File: config.mk
export PLATFORM = sky130hd
export DESIGN_NAME = tdm_demux_14_flat
export DESIGN_NICKNAME = d
export VERILOG_FILES = /design/src/rtl/tdm_demux_14_pkg.sv /design/src/rtl/tdm_demux_14_if.sv /design/src/rtl/tdm_demux_14_slot_ctr.sv /design/src/rtl/tdm_demux_14.sv /design/src/flat_wrapper.sv
export SDC_FILE = /design/constraint.sdc
export NUM_CORES = 1
export LEC_CHECK = 0
export ABC_AREA = 1
export CAP_MARGIN = 20
export CORE_MARGIN = 4
export CORE_UTILIZATION = 45
export DETAILED_ROUTE_END_ITERATION = 10
export DONT_BUFFER_PORTS = 1
export PLACE_DENSITY = 0.57
export SLEW_MARGIN = 10
export SYNTH_ARGS = -nofsm -noshare
export SYNTH_HDL_FRONTEND = slang
export SYNTH_SLANG_ARGS = --single-unit
File: constraint.sdc
create_clock -name clk -period 3.7 [get_ports clk]
set_input_delay 0.555 -clock clk [delete_from_list [all_inputs] [get_ports clk]]
set_output_delay 0.555 -clock clk [all_outputs]
set_load 0.01 [all_outputs]
File: src/rtl/tdm_demux_14_pkg.sv
// Shared types and frame geometry for the tdm_demux_14 receive demux.
// TDM_DEMUX_PARITY_EN adds a fifth (parity) slot to every frame.
package tdm_demux_pkg;

    typedef enum logic {
        HUNT,
        LOCKED
    } state_e;

`ifdef TDM_DEMUX_PARITY_EN
    localparam int NUM_SLOTS = 5;
`else
    localparam int NUM_SLOTS = 4;
`endif

    localparam int SEL_W = $clog2(NUM_SLOTS);

endpackage

File: src/rtl/tdm_demux_14_if.sv
// Sample/frame bundle between the link front end and the demux.
// par_err only exists when TDM_DEMUX_PARITY_EN is defined.
interface tdm_demux_14_if
    import tdm_demux_pkg::*;
#(
    parameter int W = 1
);
    logic [W-1:0]     din;
    logic             din_valid;
    logic             sof;
    logic [4*W-1:0]   Y;
    logic             frame_valid;
    logic [SEL_W-1:0] sel;
    logic             locked;
    logic             sync_err;
`ifdef TDM_DEMUX_PARITY_EN
    logic             par_err;

    modport master (
        output din, din_valid, sof,
        input  Y, frame_valid, sel, locked, sync_err, par_err
    );
    modport slave (
        input  din, din_valid, sof,
        output Y, frame_valid, sel, locked, sync_err, par_err
    );
`else
    modport master (
        output din, din_valid, sof,
        input  Y, frame_valid, sel, locked, sync_err
    );
    modport slave (
        input  din, din_valid, sof,
        output Y, frame_valid, sel, locked, sync_err
    );
`endif
endinterface

File: src/rtl/tdm_demux_14_slot_ctr.sv
// Slot counter for the demux: tracks which slot the next sample fills.
// Clear beats load-to-1, which beats increment; wraps after the last slot.
module tdm_slot_ctr
    import tdm_demux_pkg::*;
(
    input  logic             clk,
    input  logic             rst,
    input  logic             inc_i,
    input  logic             load1_i,
    input  logic             clr_i,
    output logic [SEL_W-1:0] sel_o
);
    localparam logic [SEL_W-1:0] LAST = SEL_W'(NUM_SLOTS - 1);

    logic [SEL_W-1:0] sel_q;
    logic [SEL_W-1:0] sel_d;

    // Next slot index from the control strobes.
    always_comb begin
        sel_d = sel_q;
        if (clr_i) begin
            sel_d = '0;
        end else if (load1_i) begin
            sel_d = SEL_W'(1);
        end else if (inc_i) begin
            sel_d = (sel_q == LAST) ? '0 : sel_q + SEL_W'(1);
        end
    end

    // Slot index register.
    always_ff @(posedge clk) begin
        if (rst) begin
            sel_q <= '0;
        end else begin
            sel_q <= sel_d;
        end
    end

    assign sel_o = sel_q;
endmodule

File: src/rtl/tdm_demux_14.sv
// 1:4 TDM demux: reassembles sof-delimited frames and checks alignment.
// TDM_DEMUX_PARITY_EN appends an even-parity slot that gates Y updates.
module tdm_demux_14
    import tdm_demux_pkg::*;
#(
    parameter int W = 1
)(
    input  logic          clk,
    input  logic          rst,
    tdm_demux_14_if.slave bus
);
    localparam int SHW = (NUM_SLOTS - 1) * W;
    localparam logic [SEL_W-1:0] LAST = SEL_W'(NUM_SLOTS - 1);

    state_e         state_q, state_d;
    logic [SHW-1:0] shadow_q, shadow_d;
    logic [4*W-1:0] y_q, y_d;
    logic           fv_q, fv_d;
    logic           se_q, se_d;
    logic           inc, load1, clr;
    logic [SEL_W-1:0] sel;
`ifdef TDM_DEMUX_PARITY_EN
    logic           pe_q, pe_d;
    logic [W-1:0]   par;
`endif

    tdm_slot_ctr u_ctr (
        .clk     (clk),
        .rst     (rst),
        .inc_i   (inc),
        .load1_i (load1),
        .clr_i   (clr),
        .sel_o   (sel)
    );

`ifdef TDM_DEMUX_PARITY_EN
    // Even parity over the four data slots held in the shadow.
    always_comb begin
        par = '0;
        for (int k = 0; k < 4; k++) begin
            par = par ^ shadow_q[k*W +: W];
        end
    end
`endif

    // Per-sample decision: slot capture, alignment checks, frame completion.
    always_comb begin
        state_d  = state_q;
        shadow_d = shadow_q;
        y_d      = y_q;
        fv_d     = 1'b0;
        se_d     = 1'b0;
        inc      = 1'b0;
        load1    = 1'b0;
        clr      = 1'b0;
`ifdef TDM_DEMUX_PARITY_EN
        pe_d     = 1'b0;
`endif
        if (bus.din_valid) begin
            unique case (state_q)
                HUNT: begin
                    if (bus.sof) begin
                        shadow_d[W-1:0] = bus.din;
                        load1           = 1'b1;
                        state_d         = LOCKED;
                    end
                end
                LOCKED: begin
                    if (bus.sof) begin
                        // Early sof abandons the partial frame.
                        se_d            = (sel != '0);
                        shadow_d[W-1:0] = bus.din;
                        load1           = 1'b1;
                    end else if (sel == '0) begin
                        se_d    = 1'b1;
                        clr     = 1'b1;
                        state_d = HUNT;
                    end else if (sel == LAST) begin
                        inc = 1'b1;
`ifdef TDM_DEMUX_PARITY_EN
                        if (par == bus.din) begin
                            y_d  = shadow_q;
                            fv_d = 1'b1;
                        end else begin
                            pe_d = 1'b1;
                        end
`else
                        y_d  = {bus.din, shadow_q};
                        fv_d = 1'b1;
`endif
                    end else begin
                        inc = 1'b1;
                        for (int k = 1; k < NUM_SLOTS - 1; k++) begin
                            if (sel == SEL_W'(k)) begin
                                shadow_d[k*W +: W] = bus.din;
                            end
                        end
                    end
                end
                default: state_d = HUNT;
            endcase
        end
    end

    // FSM state, shadow and registered outputs.
    always_ff @(posedge clk) begin
        if (rst) begin
            state_q  <= HUNT;
            shadow_q <= '0;
            y_q      <= '0;
            fv_q     <= 1'b0;
            se_q     <= 1'b0;
`ifdef TDM_DEMUX_PARITY_EN
            pe_q     <= 1'b0;
`endif
        end else begin
            state_q  <= state_d;
            shadow_q <= shadow_d;
            y_q      <= y_d;
            fv_q     <= fv_d;
            se_q     <= se_d;
`ifdef TDM_DEMUX_PARITY_EN
            pe_q     <= pe_d;
`endif
        end
    end

    assign bus.Y           = y_q;
    assign bus.frame_valid = fv_q;
    assign bus.sel         = sel;
    assign bus.locked      = (state_q == LOCKED);
    assign bus.sync_err    = se_q;
`ifdef TDM_DEMUX_PARITY_EN
    assign bus.par_err     = pe_q;
`endif
endmodule

File: src/flat_wrapper.sv
// flat-port wrapper written by rule: the top's interface ports become plain ports
module tdm_demux_14_flat import tdm_demux_pkg::*;
#(
    parameter int W = 1
)
  (clk, rst, bus_din, bus_din_valid, bus_sof, bus_Y, bus_frame_valid, bus_sel, bus_locked, bus_sync_err);
  tdm_demux_14_if #(.W(W)) bus_i ();
  input  logic clk;
  input  logic rst;
  input wire logic [$bits(bus_i.din)-1:0] bus_din;
  input wire logic [$bits(bus_i.din_valid)-1:0] bus_din_valid;
  input wire logic [$bits(bus_i.sof)-1:0] bus_sof;
  output wire logic [$bits(bus_i.Y)-1:0] bus_Y;
  output wire logic [$bits(bus_i.frame_valid)-1:0] bus_frame_valid;
  output wire logic [$bits(bus_i.sel)-1:0] bus_sel;
  output wire logic [$bits(bus_i.locked)-1:0] bus_locked;
  output wire logic [$bits(bus_i.sync_err)-1:0] bus_sync_err;
  assign bus_i.din = bus_din;
  assign bus_i.din_valid = bus_din_valid;
  assign bus_i.sof = bus_sof;
  assign bus_Y = bus_i.Y;
  assign bus_frame_valid = bus_i.frame_valid;
  assign bus_sel = bus_i.sel;
  assign bus_locked = bus_i.locked;
  assign bus_sync_err = bus_i.sync_err;
  tdm_demux_14 #(.W(W)) u_core (.clk(clk), .rst(rst), .bus(bus_i));
endmodule
======== Word-level counts from Yosys, hierarchy flattened ========
Index checks and enable logic that the tools add are counted.
operators by class
  equal/unequal tests ..................... 3
  bitwise logic cells ..................... 5
  reductions and logical operators ........ 11
  add/subtract/negate cells ............... 1
  multiplexer cells ....................... 18
operators by type and width
  kind                 number
  $mux 1               16
  $reduce_and 6->1     2
  $reduce_or 3->1      2
  $not 1->1            5
  $reduce_and 5->1     1
  $reduce_or 5->1      1
  $eq 2x2->1 const B   2
  $reduce_bool 2->1    2
  $add 2x1->2 const B  1
  $eq 2x1->1 const B   1
  $logic_not 2->1      1
  $mux 2               1
  $pmux 1 s2           1
  $reduce_and 2->1     1
  $reduce_or 2->1      1
word-level totals
  logic and storage cells ................. 47
  output and inout bits ................... 9
  input bits .............................. 5
  register bits after elaboration ......... 12

======== Logic depth before layout (Yosys ltp) ========
Gate-level depths: netlist of run 1.
  depth in word-level cells ............... 7
  depth in mapped cells ................... 9
  gate-level depth less buffers ........... 9

======== Cells and area by module ========
From an unflattened synthesis of run 1, not the netlist that was laid out.
unflattened totals
  cell total of the unflattened synthesis .. 93
  area total of the unflattened synthesis .. 643.1 µm²
modules (own cells, without submodules)
  module        times used  area each (µm²)  cells each
  tdm_demux_14  1           528.0            74
  tdm_slot_ctr  1           115.1            19

======== Worst setup path before layout of run 1 ========
No wires, ideal clock.
  path kind ............................... reg-to-reg
  start ................................... register u_core.u_ctr.sel_q[0] (netlist: u_core.u_ctr.sel_o[0])
  end ..................................... register u_core.y_q[0] (netlist: u_core.bus.Y[0])
  setup slack ............................. 2.255 ns
  buffers on the path ..................... 0
  setup time .............................. 0.113 ns
  cell stages (with the launch flop) ...... 10
  arrival ................................. 1.332 ns
  cell sequence ........................... dfxtp_1 -> inv_1 -> ha_1 -> inv_1 -> ha_1 -> inv_1 -> nor2_4 -> nand3_1 -> nand2_1 -> nor2_1
on the way
  longest elaborated chain between the ends .. 3
RTL lines
  element                                line                         text
  from (decl)                            tdm_demux_14_slot_ctr.sv:15  logic [SEL_W-1:0] sel_q;
  from (signal assigned)                 tdm_demux_14_slot_ctr.sv:35  sel_q <= sel_d;
  $logic_not 2->1                        tdm_demux_14.sv:74           end else if (sel == '0) begin
  $not 1->1 (no source line)             --
  $reduce_and 5->1 (no source line) (*)  --
  to (signal assigned)                   tdm_demux_14.sv:119          y_q <= y_d;
  to (decl)                              tdm_demux_14.sv:17           logic [4*W-1:0] y_q, y_d;
Mark *: on every way between the ends. The rest lies on a longest branch, timed or not.
A chain may end at the register's enable or synchronous reset.

======== Final worst setup path of run 1 ========
  start ................................... register u_core.u_ctr.sel_q[0] (netlist: u_core.u_ctr.sel_o[0])
  end ..................................... register u_core.y_q[2] (netlist: u_core.bus.Y[2])
The elaborated chain is that of the path after synthesis.

==> impl_metrics.toml, run 1 <==
[critical_path]
crit_required_ns = 3.86
cp_max_fo = 6
worst_setup_path_start_kind = "register"
cp-end-kind = "register"
cp.arrival_ns = 1.75
path_class = "register to register"
r2r_start = "u_core.u_ctr.sel_o[0]"
startpoint = "u_core.u_ctr.sel_o[0]"
r2r_slack_ns = 2.11

[place]
post_dp_cell_area_um2 = 632
port_buffers = 0
dpl.hpwl_um = 847
gp_congestion = 0.763

[drt]
totalWireLength_mm = 1.06
drtIter0Drc = 5
drtPass1Iterations = 4
vias = 478
final_antenna_net_count = 0
viasPerCell = 4.78
detail_route.wl_per_cell_um = 10.6
drc = 0

[finish]
fin_nets = 98
fin_area_um2 = 654
area_growth_pct = 6.73
final_util_pct = 50.9
antenna_cells = 0
drive_above_1_share_pct = 10.6

[floorplan]
die_w_um = 44.9
die_area_um2 = 2020
coreArea_um2 = 1280
start_util_pct = 47.7
die_h_um = 44.9
num_rows = 13
pin_count = 14

[logic_synthesis]
ys_seq_area_share_pct = 39.2
avgSynthCellArea_um2 = 7.48
synthCells = 82
synth_area_um2 = 613
syn_nets = 93
synth.yosys.warnings = 0
ys_ff_latch = 12
synth_cell_types = 16

[power_and_ir_drop]
p_leak_nw = 0.278
switching_share_pct = 23.6
p_int_mw = 0.176
power_frac_clock_pct = 33.2
p_per_area_nw_per_um2 = 352
p_seq_share_pct = 59.0
p_switching_mw = 0.0543
vdd_drop_max_mv = 0.172
combPwrFrac_pct = 7.8

[timing]
final.period_utilization_pct = 42.9
whs_ns = 0.362
hold_viol = 0
worst_pin_slew_ns = 0.334
max_clock_freq_mhz = 630
tns_ns = 0
setup_viol = 0
rsz0062_at_grt = "false"
max_slew_margin_pct = 77.7
finalCriticalPeriod_ns = 1.59
final_max_slew_viol_count = 0
finClkSkew_ns = 0.000748

[cts]
clkLatencyLatePin_ns = 0.26
clock-sinks = 12
hold_buffers = 0
cts_tree = "yes"
h-tree-depth = 1
root_buffer = "clkbuf_4"
ctsResizeCount = 0
cts_buffers = 3
cts_setup_buffers = 0
clockBufferDepth = 2
cts.reportedPaths.clkPinSlew_ns = 0.07

[global_route]
grt_max_degree = 10
globalRouteOverflowTotal = 0
antenna_found_initial = 0
grt_first_pass_wirelength_mm = 1.74
grt_pass1_vias = 397
track_usage_pct = 12.6

[worst_hold_path]
hp-start = "rst"
hp-class = "primary input to register"

[job]
drv_cap = 0

[outcome]
status = "completed"
## critical path, cell delays in order, from the launching register on
cell and delay (ns):
dfxtp_1 0.49, inv_1 0.11, ha_1 0.23, inv_1 0.08
ha_1 0.18, inv_1 0.07, nor2_4 0.15, nand3_1 0.08
nand2_1 0.06, nor2_1 0.04
## through the flow
step | total power [mW] | setup WS [ns] | instances
global placement | 0.157 | 2.14 | 97
finish | 0.230 | 2.11 | 100
global route | 0.242 | 1.95 | 100
CTS | 0.235 | 2.09 | 100
floorplan | 0.153 | 2.26 | 82
detailed placement | 0.157 | 2.10 | 97
## final timing paths
path,to,depth (start not counted)
max reg2reg,u_core.bus.Y[2],9
min reg2reg,u_core.shadow_q[0],2
min,u_core.bus.sync_err,1
max,u_core.bus.Y[2],9
## flip-flops by register name (all words and copies together) (netlist names)
register                count
u_core.bus.Y                4
u_core.bus.sync_err         1
u_core.bus.frame_valid      1
u_core.bus.locked           1
u_core.shadow_q             3
u_core.u_ctr.sel_o          2
## synthesized netlist by cell type, drive strengths merged
cell / n / area, um2
nand2: 16 / 62.6
nor2: 14 / 70.1
dfxtp: 12 / 240
inv: 12 / 45.0
nand3: 11 / 60.1
a21oi: 6 / 30.0
ha: 6 / 75.1
o21ai: 2 / 13.8
clkinv: 1 / 3.75
nor3: 1 / 5.00
nor3b: 1 / 7.51
## power by group through the flow
stage | logic, mW | clock network, mW | registers, mW
2_1_floorplan | 0.0150 | 0 | 0.138
5_1_grt | 0.0211 | 0.0850 | 0.136
3_5_place_dp | 0.0179 | 0 | 0.139
6_report | 0.0179 | 0.0765 | 0.136
4_1_cts | 0.0181 | 0.0806 | 0.136
3_3_place_gp | 0.0180 | 0 | 0.139
## cell type report
type	count	area, um2
Fill cell	136	631
Multi-Input combinational cell	57	324
Sequential cell	12	240
Tap cell	15	18.8
Inverter	13	48.8
Clock buffer	3	22.5
## cells by family after synthesis
family | synth area share, %
AO/OA/AOI/OAI | 7.14
adder cells (fa/ha/maj) | 12.2
AND/OR/NAND/NOR | 33.5
flip-flops | 39.2
buffers and inverters | 7.96
## placed cells by master (no fill, tap or decap), types with 2 or more instances in the layout
cell,netlist,routed
a21oi_1,6,6
nand2_1,15,15
nor2_4,2,2
nor2_1,11,11
dfxtp_1,12,12
clkbuf_4,0,3
ha_1,6,6
nand3_1,10,10
inv_1,12,12
## layer usage
layer,up-vias,share of wire (%),GRT usage (%)
met3,2,7.3,4.78
met2,9,42,15.8
met1,202,50,17.2
met5,-,0,0
met4,0,0.94,8.77
li1,265,-,-
Note: power is estimated with default switching activity, not from simulation.
==> run 2: changes to the inputs <==
--- a/config.mk
+++ b/config.mk
@@ -11,7 +11,7 @@
 export CORE_UTILIZATION = 45
 export DETAILED_ROUTE_END_ITERATION = 10
 export DONT_BUFFER_PORTS = 1
-export PLACE_DENSITY = 0.57
+export PLACE_DENSITY = 0.59
 export SLEW_MARGIN = 10
 export SYNTH_ARGS = -nofsm -noshare
 export SYNTH_HDL_FRONTEND = slang
==> constraint.sdc (replaced) <==
create_clock -name clk -period 1.42 [get_ports clk]
set_input_delay 0.213 -clock clk [delete_from_list [all_inputs] [get_ports clk]]
set_output_delay 0.213 -clock clk [all_outputs]
set_load 0.01 [all_outputs]
==> run 2 against run 1 <==
Net effect: setup slack got worse by 2.0 ns; sequential share of layout area down 3.1 points; clock-buffer cell count rose by 1; final cell count up 5.0%; critical endpoint is now u_core.u_ctr.sel_o[1]; critical path type unchanged; die area stayed put.
==> impl_metrics.toml, run 2 (synthesis results as in run 1) <==
[critical_path]
path_class = "register to register"
worst_setup_path_start_kind = "register"
r2r_start = "u_core.u_ctr.sel_o[0]"
cp_max_fo = 4
cp-end-kind = "register"
crit_required_ns = 1.58
timing.rr.end = "u_core.u_ctr.sel_o[1]"
cp.arrival_ns = 1.48
reg2regPathDepth = 8
r2r_slack_ns = 0.11

[timing]
finalCriticalPeriod_ns = 1.31
finalWorstSetupSlack_ns = 0.105
max_clock_freq_mhz = 761
worst_pin_slew_ns = 0.377
tns_ns = 0
setup_viol = 0
final_max_slew_viol_count = 0
max_slew_margin_pct = 74.8
hold_viol = 0
finClkSkew_ns = 0.00448
final.period_utilization_pct = 92.6

[power_and_ir_drop]
combPwrFrac_pct = 9.0
switching_share_pct = 23.8
p_switching_mw = 0.164
p_int_mw = 0.524
power_frac_clock_pct = 40.0
vdd_drop_max_mv = 0.669
p_seq_share_pct = 51.0
p_per_area_nw_per_um2 = 951
p_leak_nw = 0.302

[finish]
final_util_pct = 56.3
layout_common_cells = "nand2_1, inv_1, nor2_1"
largest_reg_flops = 4
drive_above_1_share_pct = 18.9
fin_nets = 102
final_common_cell = "nand2_1"
area_growth_pct = 18.0
antenna_cells = 0

[global_route]
grt_util_met1_pct = 16.8
track_usage_pct = 13.6
globalRouteOverflowTotal = 0
grt_pass1_vias = 457
grt_util_met3_pct = 4.78
grt_max_degree = 10
antenna_found_initial = 0
grt_first_pass_wirelength_mm = 1.91
grt.busiest_layer = "met2"
met2_usage_pct = 18.9

[cts]
cts_buffers = 3
root_buffer = "clkbuf_4"
cts_tree = "yes"
clockBufferDepth = 2
cts.reportedPaths.clkPinSlew_ns = 0.08
clock-sinks = 12
clkLatencyLatePin_ns = 0.27
h-tree-depth = 1

[drt]
final_antenna_net_count = 0
drtIter0Drc = 11
drtPass1Iterations = 4
viasPerCell = 4.89
totalWireLength_mm = 1.11
drc = 0
detail_route.wl_per_cell_um = 10.6
vias = 513

[floorplan]
start_util_pct = 47.7
die_w_um = 44.9
die_h_um = 44.9
pin_count = 14
die_area_um2 = 2020
num_rows = 13
coreArea_um2 = 1280

[job]
drv_cap = 0

[place]
gp_congestion = 0.807
port_buffers = 0
dpl.hpwl_um = 863
pre_cts_ws_ns = 0.0555

[worst_hold_path]
hp-start = "bus_din_valid"
holdPathEnd = "u_core.bus.locked"
hold_depth = 2
hp-class = "primary input to register"

[outcome]
status = "completed"
==> run 2: changes by cell type in the layout (fill, tap and decap cells not counted), sizes merged <==
| cell | delta |
|---|---|
| clkbuf | +1 |
| buf | +3 |
| dlygate4sd3 | +1 |
==> run 2: how the worst max path moves through the flow <==
stage | start | endpoint | slack [ns] | cells after the start
2_1_floorplan | u_core.u_ctr.sel_o[1] | u_core.bus.Y[0] | 0.04 | 9
3_3_place_gp | u_core.u_ctr.sel_o[0] | u_core.bus.Y[1] | 0.07 | 9
3_5_place_dp | u_core.u_ctr.sel_o[1] | u_core.bus.Y[1] | 0.06 | 9
4_1_cts | u_core.u_ctr.sel_o[1] | u_core.bus.Y[2] | 0.05 | 8
5_1_grt | u_core.u_ctr.sel_o[0] | u_core.bus.Y[3] | -0.01 | 9
6_report | u_core.u_ctr.sel_o[0] | u_core.u_ctr.sel_o[1] | 0.11 | 8
==> run 2: critical path: stages (launching register included) <==
cell	delay, ns
dfxtp_2	0.33
inv_1	0.05
ha_1	0.22
inv_2	0.08
ha_4	0.14
nand3_4	0.10
buf_4	0.17
nand2_1	0.05
a21oi_1	0.06
==> run 2: area by class of cell <==
cell class / instances / area (um2)
fill: 127 / 562
clock buffer: 4 / 36.3
multi-input combinational: 57 / 344
inverter: 13 / 48.8
timing repair buffer: 4 / 32.5
sequential: 12 / 243
tap: 15 / 18.8
==> run 2: stage by stage <==
step / cells / hold WS [ns] / power, mW / instance area (um2)
2_1_floorplan: 82 / 0.289 / 0.399 / 614
3_3_place_gp: 99 / 0.292 / 0.412 / 648
3_5_place_dp: 99 / 0.293 / 0.412 / 648
4_1_cts: 104 / 0.102 / 0.695 / 694
5_1_grt: 105 / 0.122 / 0.730 / 723
6_report: 105 / 0.103 / 0.688 / 723
==> run 2: layer usage <==
metal / wire length, um / part of all wire [%]
met4: 29 / 2.6
met5: 0 / 0
met2: 493 / 44
met1: 513 / 46
met3: 75 / 6.8
==> run 2: power groups by stage <==
stage / combinational, mW / sequential [mW] / clock, mW
after floorplan: 0.0390 / 0.360 / 0
after global placement: 0.0534 / 0.358 / 0
after detailed placement: 0.0541 / 0.358 / 0
after CTS: 0.0570 / 0.350 / 0.288
after global routing: 0.0712 / 0.352 / 0.307
final: 0.0618 / 0.351 / 0.275
==> run 2: timing repair <==
action | 4_1_cts | 5_1_grt
hold buffers | 1 | 0
setup buffers | 0 | 1
endpoints found under the setup margin | 0 | 6
endpoints found under the hold margin | 2 | 0
gates resized for setup | 0 | 5
==> run 3: changes to the inputs <==
--- a/config.mk
+++ b/config.mk
@@ -5,13 +5,12 @@
 export SDC_FILE = /design/constraint.sdc
 export NUM_CORES = 1
 export LEC_CHECK = 0
-export ABC_AREA = 1
 export CAP_MARGIN = 20
-export CORE_MARGIN = 4
-export CORE_UTILIZATION = 45
+export CORE_AREA = 4 4 41 43
 export DETAILED_ROUTE_END_ITERATION = 10
+export DIE_AREA = 0 0 45 47
 export DONT_BUFFER_PORTS = 1
-export PLACE_DENSITY = 0.59
+export PLACE_DENSITY = 0.55
 export SLEW_MARGIN = 10
 export SYNTH_ARGS = -nofsm -noshare
 export SYNTH_HDL_FRONTEND = slang
==> run 3 against run 2 <==
Net effect: clock skew decreased by 0.0025 ns; total power shrank 1.7%; worst hold slack worse by 0.013 ns; maximum frequency shrank 5.8%; largest cell class unchanged; final cell count is 21% lower; clock power shrank 4%; sequential share of layout area increased by 1.1 points; synthesized area shrank 9.2%; via count fell by 18%; die area up 4.9%; non-clock buffer count rose by 4; critical path type unchanged.
==> impl_metrics.toml, run 3 <==
[critical_path]
reg2regPathDepth = 7
cp-end-kind = "register"
crit_required_ns = 1.57
cp_max_fo = 7
r2r_slack_ns = 0.02
cp.arrival_ns = 1.54
r2r_start = "u_core.u_ctr.sel_o[0]"
timing.rr.end = "u_core.bus.Y[3]"
worst_setup_path_start_kind = "register"
path_class = "register to register"

[drt]
drtPass1Iterations = 4
dr_wl_met2_um = 579
routed-wl-met3_um = 77
routed.top_layer = "met4"
m1WireLength_um = 481
final_antenna_net_count = 0
viasPerCell = 5.06
totalWireLength_mm = 1.15
drtIter0Drc = 2
detail_route.wl_per_cell_um = 13.8
drc = 0
vias = 420

[logic_synthesis]
ys_ff_latch = 12
synthMostInstantiatedCell = "dfxtp_1"
ys_top_cells_by_area = "dfxtp_1, ha_1, mux2i_1, nand3b_1, nand2_1"
syn_nets = 69
synth_cell_types = 21
synthCells = 58
synth_flop_cell = "dfxtp_1"
avgSynthCellArea_um2 = 9.60
yosys.area.top_type_share_pct = 43.1
synth_edf_count = 0
ys_seq_area_share_pct = 43.1
async_reset_ff_share_pct = 0
post-synth-top-area-cell = "dfxtp_1"
synth_area_um2 = 557
ys_top_cells_by_count = "dfxtp_1, ha_1, nand2_1"
synth.yosys.warnings = 0

[finish]
fin_area_um2 = 716
fin_cells = 83
antenna_cells = 0
largest_reg_flops = 4
drive_above_1_share_pct = 29.4
layout_common_cells = "dfxtp_1, nand2_1, buf_4"
fin_nets = 80
final_common_cell = "dfxtp_1"
area_growth_pct = 28.5
final_util_pct = 55.0

[timing]
tns_ns = 0
worst_pin_slew_ns = 0.307
max_clock_freq_mhz = 716
finClkSkew_ns = 0.00197
rsz0062_at_grt = "true"
finalWorstSetupSlack_ns = 0.0239
hold_viol = 0
final.period_utilization_pct = 98.3
final_max_slew_viol_count = 0
whs_ns = 0.0895
max_slew_margin_pct = 79.5
setup_viol = 0
finalCriticalPeriod_ns = 1.40

[place]
pre_cts_ws_ns = 0.0168
gp_congestion = 0.762
post_dp_cell_area_um2 = 617
place_inst = 75
port_buffers = 0

[floorplan]
start_util_pct = 42.8
die_h_um = 47
num_rows = 13
die_area_um2 = 2120
pin_count = 14
die_w_um = 45
coreArea_um2 = 1300

[power_and_ir_drop]
p_switching_mw = 0.144
p_per_area_nw_per_um2 = 945
power_frac_clock_pct = 38.8
vdd_drop_max_mv = 0.489
p_leak_nw = 0.293
combPwrFrac_pct = 9.9
p_int_mw = 0.532
p_seq_share_pct = 51.3
power_mw = 0.676
switching_share_pct = 21.3

[global_route]
antenna_found_initial = 0
grt_first_pass_wirelength_mm = 1.75
globalRouteOverflowTotal = 0
grt_pass1_vias = 402
track_usage_pct = 11.8
grt_max_degree = 11

[cts]
h-tree-depth = 1
cts_buffers = 3
cts_tree = "yes"
clkLatencyLatePin_ns = 0.27
cts.reportedPaths.clkPinSlew_ns = 0.07
clock-sinks = 12
clockBufferDepth = 2
root_buffer = "clkbuf_4"

[worst_hold_path]
hp-class = "primary input to register"
hold_depth = 2
holdPathEnd = "u_core.bus.locked"
hp-start = "bus_din_valid"

[outcome]
status = "completed"

[job]
drv_cap = 0
## run 3: cell types whose count changed after synthesis, sizes merged, moves of 3 or more
cell,delta
nor2,-12
nand2,-11
nand3,-9
inv,-8
a21oi,-4
mux2i,+4
nand2b,+3
nand3b,+3
nand4,+3
## run 3: worst max path at each step
stage                          start                    end  slack, ns  depth (start not counted)
6_report       u_core.u_ctr.sel_o[0]        u_core.bus.Y[3]       0.02                          7
3_5_place_dp   u_core.u_ctr.sel_o[1]        u_core.bus.Y[1]       0.02                          7
4_1_cts        u_core.u_ctr.sel_o[0]        u_core.bus.Y[1]      0.005                          7
2_1_floorplan  u_core.u_ctr.sel_o[0]  u_core.u_ctr.sel_o[0]       0.02                          7
5_1_grt        u_core.u_ctr.sel_o[0]        u_core.bus.Y[1]      -0.08                          7
3_3_place_gp   u_core.u_ctr.sel_o[1]  u_core.u_ctr.sel_o[0]       0.05                          7
## run 3: cell families (layout without fill, tap and decap cells)
group / count (synthesis) / in the layout / share of synthesized area [%]
buffers and inverters: 6 / 16 / 4.72
adder cells (fa/ha/maj): 6 / 6 / 13.5
AO/OA/AOI/OAI: 7 / 7 / 7.19
flip-flops: 12 / 12 / 43.1
AND/OR/NAND/NOR: 23 / 23 / 24.3
multiplexers: 4 / 4 / 7.19
## run 3: worst max-delay path: stages (launching register included)
cell	delay, ns
dfxtp_4	0.36
inv_4	0.04
ha_4	0.16
inv_4	0.05
ha_4	0.12
nand4_1	0.27
nand3b_1	0.18
o21ai_0	0.09
## run 3: final cells by class
type,count,area [um2]
inverters,4,22.5
well taps,15,18.8
clock buffers,4,36.3
repair buffers,8,67.6
fillers,133,586
flip-flops and latches,12,248
multi-input cells,40,323
## run 3: routing by layer
metal / GRT usage (%) / vias to the layer above
met2: 18.1 / 12
li1: - / 221
met3: 6.13 / 2
met1: 13.8 / 185
met5: 0 / -
met4: 5.26 / 0
## run 3: power by group through the flow
| stage | Clock (mW) | Combinational (mW) | Sequential, mW |
|---|---|---|---|
| floorplan | 0 | 0.0391 | 0.358 |
| global placement | 0 | 0.0512 | 0.354 |
| detailed placement | 0 | 0.0501 | 0.353 |
| CTS | 0.274 | 0.0530 | 0.346 |
| global route | 0.285 | 0.0749 | 0.348 |
| finish | 0.263 | 0.0666 | 0.347 |
## run 3: what timing repair did
| item | in CTS | in global routing |
|---|---|---|
| hold buffers | 1 | 2 |
| resized for setup | 0 | 9 |
| hold endpoints to repair | 2 | 2 |
| setup endpoints to repair | 1 | 6 |
| pin swaps | 1 | 6 |
| setup buffers | 0 | 1 |
